<file path="src/rtl/maze_pkg.sv">
// Shared definitions for the maze solver datapath: direction codes, coordinate
// width, run-length limit and the path_encoder state encoding.
package maze_pkg;

    localparam int COORD_W = 4;
    localparam int RUN_MAX = 15;

    localparam logic [1:0] DIR_UP    = 2'b00;
    localparam logic [1:0] DIR_RIGHT = 2'b01;
    localparam logic [1:0] DIR_DOWN  = 2'b10;
    localparam logic [1:0] DIR_LEFT  = 2'b11;

    localparam logic [3:0] ST_IDLE        = 4'd0;
    localparam logic [3:0] ST_POP_FIRST   = 4'd1;
    localparam logic [3:0] ST_LATCH_FIRST = 4'd2;
    localparam logic [3:0] ST_POP         = 4'd3;
    localparam logic [3:0] ST_DECODE      = 4'd4;
    localparam logic [3:0] ST_EMIT        = 4'd5;
    localparam logic [3:0] ST_FLUSH       = 4'd6;
    localparam logic [3:0] ST_DONE        = 4'd7;
    localparam logic [3:0] ST_ERR         = 4'd8;

    typedef enum logic [3:0] {
        IDLE        = ST_IDLE,
        POP_FIRST   = ST_POP_FIRST,
        LATCH_FIRST = ST_LATCH_FIRST,
        POP         = ST_POP,
        DECODE      = ST_DECODE,
        EMIT        = ST_EMIT,
        FLUSH       = ST_FLUSH,
        DONE        = ST_DONE,
        ERR         = ST_ERR
    } pe_state_t;

endpackage

</file>
<file path="src/rtl/move_decoder.sv">
// Combinational compass decoder: classifies the step from prev to cur and
// reports whether the two cells are 4-neighbours.
import maze_pkg::*;

module move_decoder (
    input  logic [2*COORD_W-1:0] prev,
    input  logic [2*COORD_W-1:0] cur,
    output logic [1:0]           dir,
    output logic                 adj
);

    logic signed [COORD_W:0] d_row;
    logic signed [COORD_W:0] d_col;

    // One extra bit keeps 0 -> 15 a distance of 15 rather than a wrap to -1.
    assign d_row = $signed({1'b0, cur[2*COORD_W-1:COORD_W]}) - $signed({1'b0, prev[2*COORD_W-1:COORD_W]});
    assign d_col = $signed({1'b0, cur[COORD_W-1:0]}) - $signed({1'b0, prev[COORD_W-1:0]});

    always_comb begin
        adj = 1'b0;
        dir = DIR_LEFT;
        if (d_row == 0 && (d_col == 1 || d_col == -1)) begin
            adj = 1'b1;
            dir = (d_col == 1) ? DIR_RIGHT : DIR_LEFT;
        end else if (d_col == 0 && (d_row == 1 || d_row == -1)) begin
            adj = 1'b1;
            dir = (d_row == 1) ? DIR_DOWN : DIR_UP;
        end
    end

endmodule

</file>
<file path="src/rtl/path_encoder.sv">
// Drains the solved-path queue, turns consecutive cells into compass moves and
// run-length encodes them into {dir,len} tokens on a valid/ready output.
import maze_pkg::*;

module path_encoder #(
    parameter int RUN_MAX = maze_pkg::RUN_MAX
) (
    input  logic       clk,
    input  logic       RST,
    input  logic       start,
    input  logic       q_empty,
    input  logic [7:0] q_data,
    output logic       q_pop,
    output logic       mv_valid,
    output logic [1:0] mv_dir,
    output logic [3:0] mv_len,
    input  logic       mv_ready,
    output logic       busy,
    output logic       done,
    output logic       err,
    output logic [7:0] steps
);

    localparam logic [3:0] RUN_MAX_L = 4'(RUN_MAX);

    pe_state_t  state;
    pe_state_t  next_state;
    logic [7:0] prev;
    logic [3:0] len;
    logic [1:0] cur_dir;
    logic [1:0] pend_dir;
    logic [1:0] dec_dir;
    logic       dec_adj;
    logic       extend;

    move_decoder u_dec (
        .prev (prev),
        .cur  (q_data),
        .dir  (dec_dir),
        .adj  (dec_adj)
    );

    assign extend = (len == 4'd0) || (dec_dir == cur_dir && len < RUN_MAX_L);

    always_ff @(posedge clk) begin
        if (!RST) state <= IDLE;
        else      state <= next_state;
    end

    always_comb begin
        next_state = state;
        q_pop      = 1'b0;
        mv_valid   = 1'b0;
        busy       = 1'b1;
        done       = 1'b0;
        err        = 1'b0;
        case (state)
            IDLE: begin
                busy = 1'b0;
                if (start) next_state = q_empty ? DONE : POP_FIRST;
            end
            POP_FIRST: begin
                q_pop      = 1'b1;
                next_state = LATCH_FIRST;
            end
            LATCH_FIRST: next_state = POP;
            POP: begin
                if (q_empty) begin
                    next_state = (len != 4'd0) ? FLUSH : DONE;
                end else begin
                    q_pop      = 1'b1;
                    next_state = DECODE;
                end
            end
            DECODE: begin
                if (!dec_adj)    next_state = ERR;
                else if (extend) next_state = POP;
                else             next_state = EMIT;
            end
            EMIT: begin
                mv_valid = 1'b1;
                if (mv_ready) next_state = POP;
            end
            FLUSH: begin
                mv_valid = 1'b1;
                if (mv_ready) next_state = DONE;
            end
            DONE: begin
                busy = 1'b0;
                done = 1'b1;
            end
            ERR: begin
                busy = 1'b0;
                err  = 1'b1;
            end
            default: next_state = IDLE;
        endcase
    end

    // Run tracking and the registered output token; the token is loaded one
    // cycle before it is presented so mv_dir/mv_len never change under valid.
    always_ff @(posedge clk) begin
        if (!RST) begin
            prev     <= '0;
            len      <= '0;
            cur_dir  <= '0;
            pend_dir <= '0;
            mv_dir   <= '0;
            mv_len   <= '0;
            steps    <= '0;
        end else begin
            case (state)
                IDLE: begin
                    if (start) begin
                        steps <= '0;
                        len   <= '0;
                    end
                end
                LATCH_FIRST: begin
                    prev <= q_data;
                    len  <= '0;
                end
                POP: begin
                    if (q_empty && len != 4'd0) begin
                        mv_dir <= cur_dir;
                        mv_len <= len;
                    end
                end
                DECODE: begin
                    if (dec_adj) begin
                        prev <= q_data;
                        if (steps != 8'hFF) steps <= steps + 8'd1;
                        if (len == 4'd0) begin
                            cur_dir <= dec_dir;
                            len     <= 4'd1;
                        end else if (extend) begin
                            len <= len + 4'd1;
                        end else begin
                            mv_dir   <= cur_dir;
                            mv_len   <= len;
                            pend_dir <= dec_dir;
                        end
                    end
                end
                EMIT: begin
                    if (mv_ready) begin
                        cur_dir <= pend_dir;
                        len     <= 4'd1;
                    end
                end
                default: ;
            endcase
        end
    end

endmodule

</file>
<file path="config.mk">
export PLATFORM = sky130hd
export DESIGN_NAME = path_encoder
export DESIGN_NICKNAME = d
export VERILOG_FILES = /design/src/rtl/maze_pkg.sv /design/src/rtl/move_decoder.sv /design/src/rtl/path_encoder.sv
export SDC_FILE = /design/constraint.sdc
export NUM_CORES = 1
export LEC_CHECK = 0
export ABC_AREA = 1
export CAP_MARGIN = 0
export CORE_UTILIZATION = 30
export CTS_BUF_LIST = sky130_fd_sc_hd__clkbuf_16
export DETAILED_ROUTE_END_ITERATION = 7
export GPL_ROUTABILITY_DRIVEN = 0
export HOLD_SLACK_MARGIN = 0.03
export SYNTH_ARGS = -nofsm -noshare
export SYNTH_HDL_FRONTEND = slang
export SYNTH_SLANG_ARGS = --single-unit
export TNS_END_PERCENT = 100
</file>
<file path="constraint.sdc">
create_clock -name clk -period 4.1 [get_ports clk]
set_input_delay 0.82 -clock clk [delete_from_list [all_inputs] [get_ports clk]]
set_output_delay 0.82 -clock clk [all_outputs]
set_load 0.01 [all_outputs]
</file>
## Word level (Yosys, flattened, before mapping)

Index checks and enable logic that the tools add are counted.

| word-level totals | value |
|---|---|
| register bits after elaboration | 34 |
| output and inout bits | 19 |

| operators by class | value |
|---|---|
| add/subtract/negate cells | 4 |
| magnitude comparators | 1 |
| equality and inequality tests | 24 |
| mux-type cells | 47 |
| bitwise gates (word level) | 3 |
| reductions and logical operators | 27 |

Operators by type and width:

| operator | number |
|---|---|
| 32-bit logical NOT | 2 |
| 4-bit two-way mux | 13 |
| 8-bit two-way mux | 4 |
| 4-bit one-hot mux with 8 select lines | 1 |
| 8-bit one-hot mux with 2 select lines | 2 |
| 2-bit two-way mux | 12 |
| 2-bit inequality test (second input constant) | 9 |
| 4-bit by 3-bit equality test with 1-bit output (second input constant) | 4 |
| 4-bit one-hot mux with 4 select lines | 1 |
| 4-bit AND reduction | 4 |
| 5-bit by 1-bit equality test with 1-bit output (second input constant) | 2 |
| 5-bit by 2-bit equality test with 1-bit output (second input constant) | 2 |
| 5-bit AND reduction | 2 |
| 4-bit by 4-bit subtractor with 5-bit output | 2 |
| 8-bit by 1-bit adder with 8-bit output (second input constant) | 1 |
| 4-bit by 2-bit equality test with 1-bit output (second input constant) | 2 |
| 4-bit logical NOT | 2 |
| 1-bit two-way mux | 8 |
| 8-bit inequality test (second input constant) | 1 |
| 2-bit one-hot mux with 2 select lines | 2 |
| 4-bit one-hot mux with 2 select lines | 1 |
| 2-bit nonzero test | 4 |
| 4-bit nonzero test | 2 |
| 3-bit two-way mux | 2 |
| other kinds (13) | 21 |

## Depth between registers and ports, before layout

| logic depth | value |
|---|---|
| depth in word-level cells | 13 |
| mapped depth | 20 |
| gate-level depth less buffers | 20 |

## By module

A second synthesis with hierarchy kept.

| second synthesis, totals | value |
|---|---|
| cells, all modules | 380 |
| area total of the unflattened synthesis | 2,351.0 um^2 |

Modules (own cells, without submodules):

| module | times used | cells an instance | area an instance (um^2) |
|---|---|---|---|
| path_encoder | 1 | 300 | 1,876.8 |
| move_decoder | 1 | 80 | 474.2 |

## Worst setup path after synthesis

Ideal clock, no wire load.

| timing | value |
|---|---|
| path type | input port to flip-flop |
| start | input port q_data[4] |
| end | register steps[4] |
| arrival | 2.818 ns |
| slack | 1.158 ns |
| stages on the path | 18 |
| cell sequence | inv_1 -> ha_1 -> fa_1 -> or2_1 -> nor2_1 -> nand2_1 -> nor2_2 -> inv_1 -> nand2_2 -> nand2_2 -> nand3_2 -> nand2_2 -> inv_2 -> nand2_1 -> inv_1 -> nand2_1 -> xor2_1 -> nor2_2 |

| on the way | value |
|---|---|
| longest elaborated chain between the ends | 8 |
| elaborated cells on any way between the ends | 11 |
| those cells by class | add/sub: 1; eq/ne: 3; mux: 2; reduce/logical: 5 |

Ends and longest elaborated chain:

| element | line | source |
|---|---|---|
| from (decl) | path_encoder.sv:12 | `input logic [7:0] q_data,` |
| 4-bit by 4-bit subtractor with 5-bit output * | move_decoder.sv:16 | `assign d_row = $signed({1'b0, cur[2*COORD_W-1:COORD_W]}) - $signed({1'b0, prev[2*COORD_W-1:COORD_W]});` |
| 5-bit by 2-bit equality test with 1-bit output / 5-bit by 1-bit equality test with 1-bit output (equally long branches) | move_decoder.sv:25 | `end else if (d_col == 0 && (d_row == 1 \|\| d_row == -1)) begin` |
| 1-bit logical OR | move_decoder.sv:25 |  |
| 1-bit logical AND | move_decoder.sv:25 |  |
| 1-bit two-way mux | move_decoder.sv:25 |  |
| 1-bit two-way mux * | move_decoder.sv:22 | `if (d_row == 0 && (d_col == 1 \|\| d_col == -1)) begin` |
| 2-bit inequality test (no source line) * | -- |  |
| 4-bit AND reduction (no source line) * | -- |  |
| to (signal assigned) | path_encoder.sv:132 | `if (steps != 8'hFF) steps <= steps + 8'd1;` |
| to (decl) | path_encoder.sv:21 | `output logic [7:0] steps` |

Mark *: on every way between the ends. The rest lies on a longest branch, timed or not.
A chain may end at the register's enable or synchronous reset.

## Worst setup path in the final report

| timing | value |
|---|---|
| start | input port q_data[4] |
| end | register mv_len[3] |

| on the way | value |
|---|---|
| longest elaborated chain between the ends | 11 |
| elaborated cells on any way between the ends | 18 |
| those cells by class | add/sub: 1; eq/ne: 5; mux: 5; reduce/logical: 7 |

Ends and longest elaborated chain:

| element | line | source |
|---|---|---|
| 4-bit by 4-bit subtractor with 5-bit output * | move_decoder.sv:16 |  |
| 5-bit by 2-bit equality test with 1-bit output / 5-bit by 1-bit equality test with 1-bit output (equally long branches) | move_decoder.sv:25, move_decoder.sv:27 |  |
| 1-bit logical OR | move_decoder.sv:25 |  |
| 1-bit logical AND | move_decoder.sv:25 |  |
| 2-bit two-way mux | move_decoder.sv:25 |  |
| 2-bit two-way mux | move_decoder.sv:22 |  |
| 2-bit equality test | path_encoder.sv:43 | `assign extend = (len == 4'd0) \|\| (dec_dir == cur_dir && len < RUN_MAX_L);` |
| 1-bit logical AND | path_encoder.sv:43 |  |
| 1-bit logical OR | path_encoder.sv:43 |  |
| 2-bit inequality test (no source line) | -- |  |
| 5-bit AND reduction (no source line) * | -- |  |
| to (signal assigned) | path_encoder.sv:126 | `mv_len <= len;` |
| to (signal assigned) | path_encoder.sv:140 | `mv_len <= len;` |
| to (decl) | path_encoder.sv:16 | `output logic [3:0] mv_len,` |

Marks and branches as above.

==> flow_summary.toml <==
[outcome]
status = "finished clean"

[logic_synthesis]
synth.mux.area_fraction_pct = 0
yosys.area_share.simple_pct = 34.01
flip_flop_and_latch_count_after_synthesis = 34
synth.cell_area_um2 = 2215
gate_count_of_the_mapped_netlist = 340
syn-num-nets = 366
synth.avg_cell_area_um2 = 6.514
synth.yosys.seq_area_share_pct = 30.73
synth_xor_xnor_area_share_pct = 2.373
count_of_distinct_cell_types_in_the_synthesized_netlist = 32
warnings_from_yosys = 0
synth_top_family_by_area = "simple AND/OR/NAND/NOR gates"
yosys.area_share.adder_pct = 8.023
synth_compound_gate_area_share_pct = 13.56

[timing]
rsz0062_at_grt = "false"
hold_violations = 0
setup_tns_ns = 0
final_period_minus_worst_setup_slack_ns = 3.437
timing.max_slew.rel_slack_pct = 41.71
report.final.slew_viol_count = 0
worstMarginPinSlew_ns = 0.8716
holdWs_ns = 0.4488
setup_failing_eps_final = 0
worst_clock_skew_ns = 0.01077
setup_slack_ns = 0.6630
fmaxAchievable_mhz = 290.9
layout_worst_path_cycle_share_pct = 83.83

[setup_path]
endpoint = "mv_len[3]"
ff2ff_path_depth = 17
worst-setup-path-type = "in -> reg"
cp-startpoint = "q_data[4]"
capturing_point_of_the_worst_reg2reg_path = "mv_len[3]"
start_kind = "primary input"
r2r_setup_slack_ns = 1.42
regToRegStartpoint = "prev[4]"
crit_required_ns = 4.27
crit_path_end_kind = "register"
worst_ep_arrival_time_ns = 3.61
timing.critical_path.fanout_max = 12

[floorplan]
pin_count = 32
start_util_pct = 31.89
design.die.area_um2 = 7730
die_width_um = 87.92
area_of_the_core_region_um2 = 6944
die_span_in_y_um = 87.92
floorplan.rows = 30

[route]
drtPass1Iterations = 4
wl_um = 4923
final_antenna_net_count = 0
via_per_inst = 4.520
routed-via-count = 2129
remaining_routing_drc_violations = 0
detailedRoute.firstIterationViolations = 99
drt-wirelength-per-cell_um = 10.45

[power_and_ir_drop]
powerDensity_nw_per_um2 = 605.7
cellInternalPower_uw = 1026
power.clock.fraction_pct = 29.1
post-layout-total-power_uw = 1705
pwr-share-comb_pct = 44.2
share_seq_of_total_power_pct = 26.7
power.ir.vdd_worst_mv = 0.2155
switching_share_pct = 39.78
leakage_uw = 0.001250
net-switching-power_uw = 678.0

[layout]
antennaDiodeCount = 0
layout_cells_sized_above_1_pct = 7.467
stdcell_count = 471
fin_nets = 400
syn_to_final_growth_pct = 27.06

[clocking]
gates_resized_cts_repair = 0
cts.htree.levels = 2
clock-sinks = 34
worstSkewPairLatency_ns = 0.29
quantity_of_hold_fixing_buffers_added_after_cts = 0
tritoncts = "yes"
post-cts-setup-buffer-count = 0
cts_root_buf = "clkbuf_16"
worst_setup_hold_path_clk_slew_ns = 0.06
clock_tree.buffer_depth = 2
numCtsBuffers = 5

[place]
portBuffers = 31
place_ws_ns = 0.3671
placed_cells = 463
place.detailed.hpwl_um = 3790

[grt]
grt_first_pass_wirelength_um = 8418
grt_antenna_before_repair = 0
overflow = 0
grt_util_all_layers_pct = 13.92
grt_start_max_net_pins = 24
vias_in_the_first_global_route = 1910

[worst_hold_path]
min_path_type = "reg -> reg"

[run]
maxCapViolations = 0
-- cells by family (layout without fill, tap and decap cells) --
family          after synthesis  in the layout
compound gates               55             55
fa+ha+maj                    13             13
flops                        34             34
simple gates                168            168
xor+xnor                      6              6
buf+inv                      64             99
-- registers in the layout, summed over array words and instances, names as in the netlist --
| register | flops |
|---|---|
| len | 4 |
| pend_dir | 2 |
| cur_dir | 2 |
| mv_len | 4 |
| state | 4 |
| mv_dir | 2 |
| prev | 8 |
| steps | 8 |
-- synthesized netlist by cell type, drive strengths merged --
master,number,area [um2]
xor2,5,43.79
nand4,3,18.77
nand2,77,301.5
a211oi,2,15.01
nand3,19,105.1
nor3,6,30.03
a311oi,1,8.760
buf,3,21.27
ha,11,137.6
o21ai,25,136.4
fa,2,40.04
a21oi,24,120.1
nor3b,2,20.02
dfxtp,34,680.7
nand3b,7,52.55
o31ai,1,7.510
inv,60,225.2
nor2,52,212.7
a31oi,2,12.51
clkbuf,1,3.750
or2,2,12.52
xnor2,1,8.760
-- power by group through the flow --
stage	combinational (uW)	clock, uW	sequential, uW
2_1_floorplan	577	0	443
3_3_place_gp	746	0	462
3_5_place_dp	753	0	461
4_1_cts	754	503	455
5_1_grt	864	524	464
6_report	753	497	455
-- how the worst min path moves through the flow --
stage | slack (ns) | startpoint | depth (start not counted) | endpoint
finish | 0.45 | pend_dir[0] | 2 | pend_dir[0]
global route | 0.46 | pend_dir[0] | 2 | pend_dir[0]
global placement | 0.44 | pend_dir[0] | 2 | pend_dir[0]
floorplan | 0.42 | pend_dir[0] | 2 | pend_dir[0]
CTS | 0.45 | pend_dir[0] | 2 | pend_dir[0]
detailed placement | 0.44 | pend_dir[0] | 2 | pend_dir[0]
-- cells in the final DEF (no fill, tap or decap), types with 2 or more instances in the layout --
cell	instances
clkbuf_16	5
nor2_1	47
bufinv_16	2
nand2_2	5
fa_1	2
nor2_2	4
inv_2	3
clkdlybuf4s50_1	31
nand2_1	72
xor2_1	5
dfxtp_1	34
ha_1	11
o21ai_1	4
o21ai_0	18
inv_1	57
nand3_2	2
a31oi_1	2
a211oi_1	2
a21oi_1	24
nand3b_1	7
nand3_1	17
nor3_1	6
o21ai_2	3
nand4_1	3
-- worst max-delay path, cell delays in order --
cell	delay, ns
clkdlybuf4s50_1	0.45
inv_1	0.05
ha_1	0.22
fa_1	0.47
or2_1	0.24
nor2_1	0.11
nand2_1	0.07
nor2_2	0.12
inv_1	0.06
nand2_2	0.07
nand2_2	0.09
nand2_1	0.10
nand2_2	0.07
inv_2	0.07
nand3_2	0.20
nand2_1	0.11
inv_1	0.09
nor2_1	0.11
nor2_1	0.05
-- routing by layer --
metal	track usage (%)	up-vias	wire length, um
met5	0	-	0
met4	4.471	0	71
met3	4.241	8	205
met2	21.35	33	2107
met1	18.64	939	2538
li1	-	1149	-
-- final cells by class --
class | count | area (um2)
tap | 96 | 120.1
sequential | 34 | 680.7
multi-input combinational | 242 | 1284
clock buffer | 5 | 125.1
fill | 735 | 4130
timing repair buffer | 31 | 310.3
inverter | 60 | 225.2
clock inverter | 3 | 68.82
-- metrics by stage --
stage,util (%),area [um2]
global route,40.52,2814
global placement,37.73,2620
floorplan,-,2215
detailed placement,37.73,2620
CTS,40.52,2814
finish,40.52,2814
Power figures use the tool's default switching activity.
==> RTL change 1 (config.mk and constraints unchanged) <==
Make the reset (`RST`) asynchronous in 2 clocked blocks.
--- a/src/rtl/path_encoder.sv
+++ b/src/rtl/path_encoder.sv
@@ -42,7 +42,7 @@
 
     assign extend = (len == 4'd0) || (dec_dir == cur_dir && len < RUN_MAX_L);
 
-    always_ff @(posedge clk) begin
+    always_ff @(posedge clk or negedge RST) begin
         if (!RST) state <= IDLE;
         else      state <= next_state;
     end
@@ -99,7 +99,7 @@
 
     // Run tracking and the registered output token; the token is loaded one
     // cycle before it is presented so mv_dir/mv_len never change under valid.
-    always_ff @(posedge clk) begin
+    always_ff @(posedge clk or negedge RST) begin
         if (!RST) begin
             prev     <= '0;
             len      <= '0;
Check against the original RTL: differs if RST is asserted again (counterexample within 4 cycles, from zero or initial values and one cycle with RST low); with RST held inactive, the same outputs for 10 cycles.
==> RTL change 1 against the original RTL <==
Wire length decreased by 0.10%; die area increased by 4.7%; power increased by 6.1%; design area increased by 2.2%; setup slack improved by 40 ps; sequential power increased by 9.9%; synthesized area increased by 4.9%; sequential cell count unchanged; critical path type unchanged; largest power group unchanged.
==> RTL change 1: results (changes against the original RTL) <==
stage,metric,value,unit,change
critical_path,CP max stage delay,450,ps,-20 ps
final_layout,fin nets,380,,-5.0%
critical_path,largest fanout on the critical path,11,,-1
placement,hpwl dp,3720,microns,-1.9%
placement,"Cell Area, Placed",2740,sq um,+4.5%
final_layout,#MultiIn Comb,230,,-5.0%
global_route,largest net degree at the start of global routing,35,,+46%
final_layout,Signal buffers,33,,+6.5%
worst_hold_path,Worst Hold Class,flop to flop,,
critical_path,R2R Setup Slk,1380,ps,-40 ps
critical_path,crit path capture,mv_len[0]$_DFFE_PN0P_,,
detailed_routing,WL/cell,10.8,microns,+3.6%
run_status,outcome,"complete, no violations",,
floorplan,die area,8100,sq um,+4.7%
final_layout,Layout Cells excl Fill,454,,-3.6%
final_layout,Filler cells,769,,+4.6%
detailed_routing,DR pass1 iterations,4,,unchanged
logic_synthesis,synth top area cells,"dfrtp_1 (37%), nand2_1 (14%), inv_1 (7.8%)",,
sta,Rel. slew slack,29.9,%,-12 points
placement,Place WS,427,ps,+59.7 ps
sta,clk_skew,7.12,ps,-3.65 ps
logic_synthesis,"Top FF cell, synth",dfrtp_1,,
final_layout,Data buffer area share,11.3,%,+0.28 points
detailed_routing,initial drt markers,89,,-10%
global_route,met1 usage,18.2,%,-0.42 points
final_layout,final instance area,2880,sq um,+2.2%
logic_synthesis,post-synthesis sequential area ratio,36.6,%,+5.9 points
power_and_ir_drop,leak pwr,0.00142,uW,+13%
final_layout,Inverters excl. clock,50,,-17%
final_layout,Clock-cell share,4.78,%,-2.1 points
global_route,vias in the first global route,1931,,+1.1%
global_route,GRT Total Usage,13.5,%,-0.45 points
final_layout,top flop regs,"prev (8), steps (8)",,
final_layout,seq_cells,34,,unchanged
global_route,met2 Use GR,20.6,%,-0.71 points
global_route,first-pass GRT wire length,8870,microns,+5.3%
final_layout,area of the multi-input gates,1250,sq um,-2.7%
logic_synthesis,Post-Syn Area per Cell,7.30,sq um,+12%
global_route,met3 usage,3.30,%,-0.94 points
power_and_ir_drop,Internal,1020,uW,-1.0%
logic_synthesis,Post-synth ARST share,100,%,+100 points
power_and_ir_drop,worst-case vdd ir drop,283,uV,+31%
sta,min Tclk post-route,3400,ps,-39.9 ps
detailed_routing,Vias/cell,4.54,,+0.33%
critical_path,Slowest cell on crit path,clkdlybuf4s50_1,,
logic_synthesis,Post-synth top cells,"nand2_1 (86), inv_1 (48), dfrtp_1 (34), nor2_1 (30), nand3_1 (26)",,
final_layout,layout cells sized above 1,8.45,%,+0.98 points
final_layout,sequential cell area,851,sq um,+25%
logic_synthesis,Post-Synthesis Net Count,344,,-6.0%
critical_path,reg2reg start,prev[4]$_DFFE_PN0P_,,
==> RTL change 1: cell types whose count changed in the layout (fill, tap and decap cells not counted), moves of 10 or more <==
cell / change
dfxtp_1: -34
o21ai_0: -10
nor2_1: -17
a21oi_1: -14
dfrtp_1: +34
nand2_1: +14
==> RTL change 1: how the worst min path moves through the flow <==
stage	startpoint	to	slack, ps
finish	pend_dir[1]$_DFFE_PN0P_	pend_dir[1]$_DFFE_PN0P_	490
global route	pend_dir[1]$_DFFE_PN0P_	pend_dir[1]$_DFFE_PN0P_	500
CTS	pend_dir[1]$_DFFE_PN0P_	pend_dir[1]$_DFFE_PN0P_	490
detailed placement	pend_dir[1]$_DFFE_PN0P_	pend_dir[1]$_DFFE_PN0P_	480
global placement	pend_dir[1]$_DFFE_PN0P_	pend_dir[1]$_DFFE_PN0P_	480
floorplan	pend_dir[1]$_DFFE_PN0P_	pend_dir[1]$_DFFE_PN0P_	450
==> RTL change 1: per-layer routing <==
layer | part of all wire [%] | vias up | wire length (microns)
met3 | 4.4 | 6 | 218
met1 | 52 | 928 | 2540
met2 | 43 | 41 | 2110
met4 | 1.2 | 0 | 57
li1 | - | 1084 | -
met5 | 0 | - | 0
==> RTL change 1: power by group through the flow <==
stage | clock, uW | sequential (uW) | combinational (uW)
2_1_floorplan | 0 | 493 | 723
6_report | 359 | 500 | 949
5_1_grt | 386 | 515 | 1080
3_3_place_gp | 0 | 507 | 942
4_1_cts | 370 | 500 | 960
3_5_place_dp | 0 | 505 | 955
==> RTL change 1: kinds of logic after synthesis <==
group	count (synthesis)	share of synthesized area, %
XOR/XNOR	7	2.64
AO/OA/AOI/OAI	39	9.86
AND/OR/NAND/NOR	171	33.6
adder cells (fa/ha/maj)	13	7.65
flip-flops	34	36.6
buffers and inverters	54	9.59
==> RTL change 2 (same settings) <==
Made on the original files. Change the package constant `RUN_MAX` from 15 to 7.
--- a/src/rtl/maze_pkg.sv
+++ b/src/rtl/maze_pkg.sv
@@ -3,7 +3,7 @@
 package maze_pkg;
 
     localparam int COORD_W = 4;
-    localparam int RUN_MAX = 15;
+    localparam int RUN_MAX = 7;
 
     localparam logic [1:0] DIR_UP    = 2'b00;
     localparam logic [1:0] DIR_RIGHT = 2'b01;
Formal check against the unedited RTL: no difference found for any inputs over 10 cycles, from zero or initial values and one cycle with RST low; that may be too few to reach the edited logic, so the function may still have changed.
==> RTL change 2 against the original RTL <==
Sequential cell count stayed put; largest cell class unchanged; design area is 2.4% lower; count of clock-buffer cells in the layout stayed put; critical path type unchanged; wire length is 1.1% higher; setup slack worse by 46 ps; critical path depth is 4 lower; clock power is 27% lower; power is 7.2% lower; register-to-register slack worse by 50 ps; combinational power is 3.1% higher; clock skew is 6.8 ps lower; synthesized area is 0.96% lower; first-iteration DRC count is 85% higher.
==> RTL change 2: results (changes against the original RTL) <==
stage,metric,value,unit,change
final_layout,# diodes,0,,unchanged
logic_synthesis,fraction of the mapped netlist area in compound gates,17.2,%,+3.6 points
worst_hold_path,hold path cells,2,,unchanged
critical_path,largest fanout on the critical path,12,,unchanged
final_layout,top flop regs,"prev (8), steps (8)",,
clock_tree,H-tree depth,2,,unchanged
global_route,vias in the first global route,1968,,+3.0%
sta,Rel. slew slack,62.3,%,+21 points
critical_path,FF-to-FF End,mv_len[3]$_SDFFE_PN0P_,,
sta,clk_skew,4.01,ps,-6.76 ps
logic_synthesis,Synth Area in XOR/XNOR,2.40,%,+0.023 points
critical_path,R2R Setup Slk,1370,ps,-50 ps
critical_path,reg2reg start,prev[4]$_SDFFE_PN0P_,,
critical_path,Register-to-Register Path Depth,13,,-4
clock_tree,Resize count post-CTS,0,,unchanged
worst_hold_path,Worst Hold Endpoint,prev[7]$_SDFFE_PN0P_,,
logic_synthesis,Post-synth ARST share,0,%,unchanged
global_route,largest net degree at the start of global routing,17,,-29%
detailed_routing,WL/cell,10.9,microns,+4.7%
logic_synthesis,Post-synth top cells,"nand2_1 (58), inv_1 (49), dfxtp_1 (34), nor2_1 (34), a21oi_1 (33)",,
placement,hpwl dp,3770,microns,-0.44%
logic_synthesis,Post-Synthesis Net Count,349,,-4.6%
final_layout,fin nets,384,,-4.0%
clock_tree,root buf cell,clkbuf_16,,
detailed_routing,DR vias,2111,,-0.85%
final_layout,final instance area,2750,sq um,-2.4%
logic_synthesis,Syn. warnings,0,,unchanged
worst_hold_path,Worst Hold Class,flop to flop,,
clock_tree,Max Buffers Root-to-Sink,2,,unchanged
clock_tree,Post-CTS Setup Inserts,0,,unchanged
critical_path,CP arrival,3680,ps,+70 ps
placement,IO Port Bufs,31,,unchanged
detailed_routing,initial drt markers,183,,+85%
clock_tree,CTS buffer count,5,,unchanged
global_route,GRT Total Usage,14.5,%,+0.57 points
run_status,outcome,"complete, no violations",,
placement,"Cell Area, Placed",2610,sq um,-0.57%
logic_synthesis,synth top area cells,"dfxtp_1 (31%), nand2_1 (9.9%), inv_1 (8.4%)",,
placement,Place WS,395,ps,+27.6 ps
detailed_routing,DR pass1 iterations,4,,unchanged
logic_synthesis,post-synthesis sequential area ratio,31.0,%,+0.30 points
logic_synthesis,"Top FF cell, synth",dfxtp_1,,
logic_synthesis,distinct cell type count after synthesis,31,,-3.1%
sta,final worst setup slack,617,ps,-46.4 ps
logic_synthesis,Adder-Cell Fraction of Synth Area,8.10,%,+0.078 points
global_route,first-pass GRT wire length,8850,microns,+5.2%
global_route,initial antenna violation count,0,,unchanged
logic_synthesis,post-synthesis mux area share,0,%,unchanged
final_layout,Filler cells,724,,-1.5%
worst_hold_path,Hold Crit Start,prev[7]$_SDFFE_PN0P_,,
power_and_ir_drop,worst-case vdd ir drop,201,uV,-6.5%
power_and_ir_drop,leak pwr,0.00108,uW,-13%
final_layout,layout cells sized above 1,9.47,%,+2.0 points
clock_tree,Clock Latency Late Sink,280,ps,
clock_tree,Worst-path clk slew,50,ps,
-- RTL change 2: changes by cell type in the layout (fill, tap and decap cells not counted), moves of 3 or more --
| cell | change |
|---|---|
| a21oi_1 | +9 |
| inv_1 | -8 |
| nand2_1 | -14 |
| nand3_1 | +7 |
| nand3_2 | +4 |
| nand3b_1 | -3 |
| nor2_1 | -13 |
| nor3_1 | +3 |
-- RTL change 2: worst max-delay path, cell delays in order --
cell and delay [ps]:
clkdlybuf4s50_1 450, inv_1 50, ha_1 220, fa_1 390
xnor2_1 320, nand2_1 100, nor2_1 100, nand2_1 80
o21ai_2 90, nand2_2 130, a21oi_4 210, nand3_2 260
nand2_1 250, nand2_1 90, a21oi_1 130
-- RTL change 2: worst max path at each step --
| stage | from | endpoint |
|---|---|---|
| after floorplan | q_data[4] | pend_dir[0]$_SDFFE_PN0P_ |
| after global placement | q_data[4] | mv_len[2]$_SDFFE_PN0P_ |
| after detailed placement | q_data[4] | mv_len[1]$_SDFFE_PN0P_ |
| after CTS | q_data[4] | mv_len[1]$_SDFFE_PN0P_ |
| after global routing | q_data[4] | mv_len[1]$_SDFFE_PN0P_ |
| final | q_data[4] | mv_len[3]$_SDFFE_PN0P_ |
-- RTL change 2: logic make-up after synthesis --
| logic type | Yosys count |
|---|---|
| and+or+nand+nor | 148 |
| AOI/OAI and AO/OA | 66 |
| buffers and inverters | 56 |
| DFF | 34 |
| adders and majority gates | 13 |
| xor gates and xnor gates | 6 |
-- RTL change 2: layout make-up --
type / count / area [sq um] / share of cell area, %
clock buffer: 5 / 125 / 4.56
clock inverter: 3 / 16.3 / 0.592
inverter: 53 / 199 / 7.24
multi-input combinational: 233 / 1290 / 47.2
sequential: 34 / 681 / 24.8
tap: 96 / 120 / 4.37
timing repair buffer: 31 / 310 / 11.3
-- RTL change 2: through the flow --
stage	cells	hold WS, ps	power, uW
6_report	455	456	1580
2_1_floorplan	323	430	1030
3_5_place_dp	447	452	1220
5_1_grt	455	490	1730
3_3_place_gp	447	444	1220
4_1_cts	455	460	1590
-- RTL change 2: metal layers --
layer | vias up | wire length (microns) | track usage (%)
li1 | 1121 | - | -
met1 | 946 | 2470 | 19.6
met2 | 42 | 2260 | 23.9
met3 | 2 | 229 | 2.56
met4 | 0 | 22 | 3.58
met5 | - | 0 | 0
-- RTL change 2: where the power goes --
part	total (uW)	switching [uW]	internal (uW)
combinational	776	486	290
sequential	441	49.8	391
clock	365	144	222
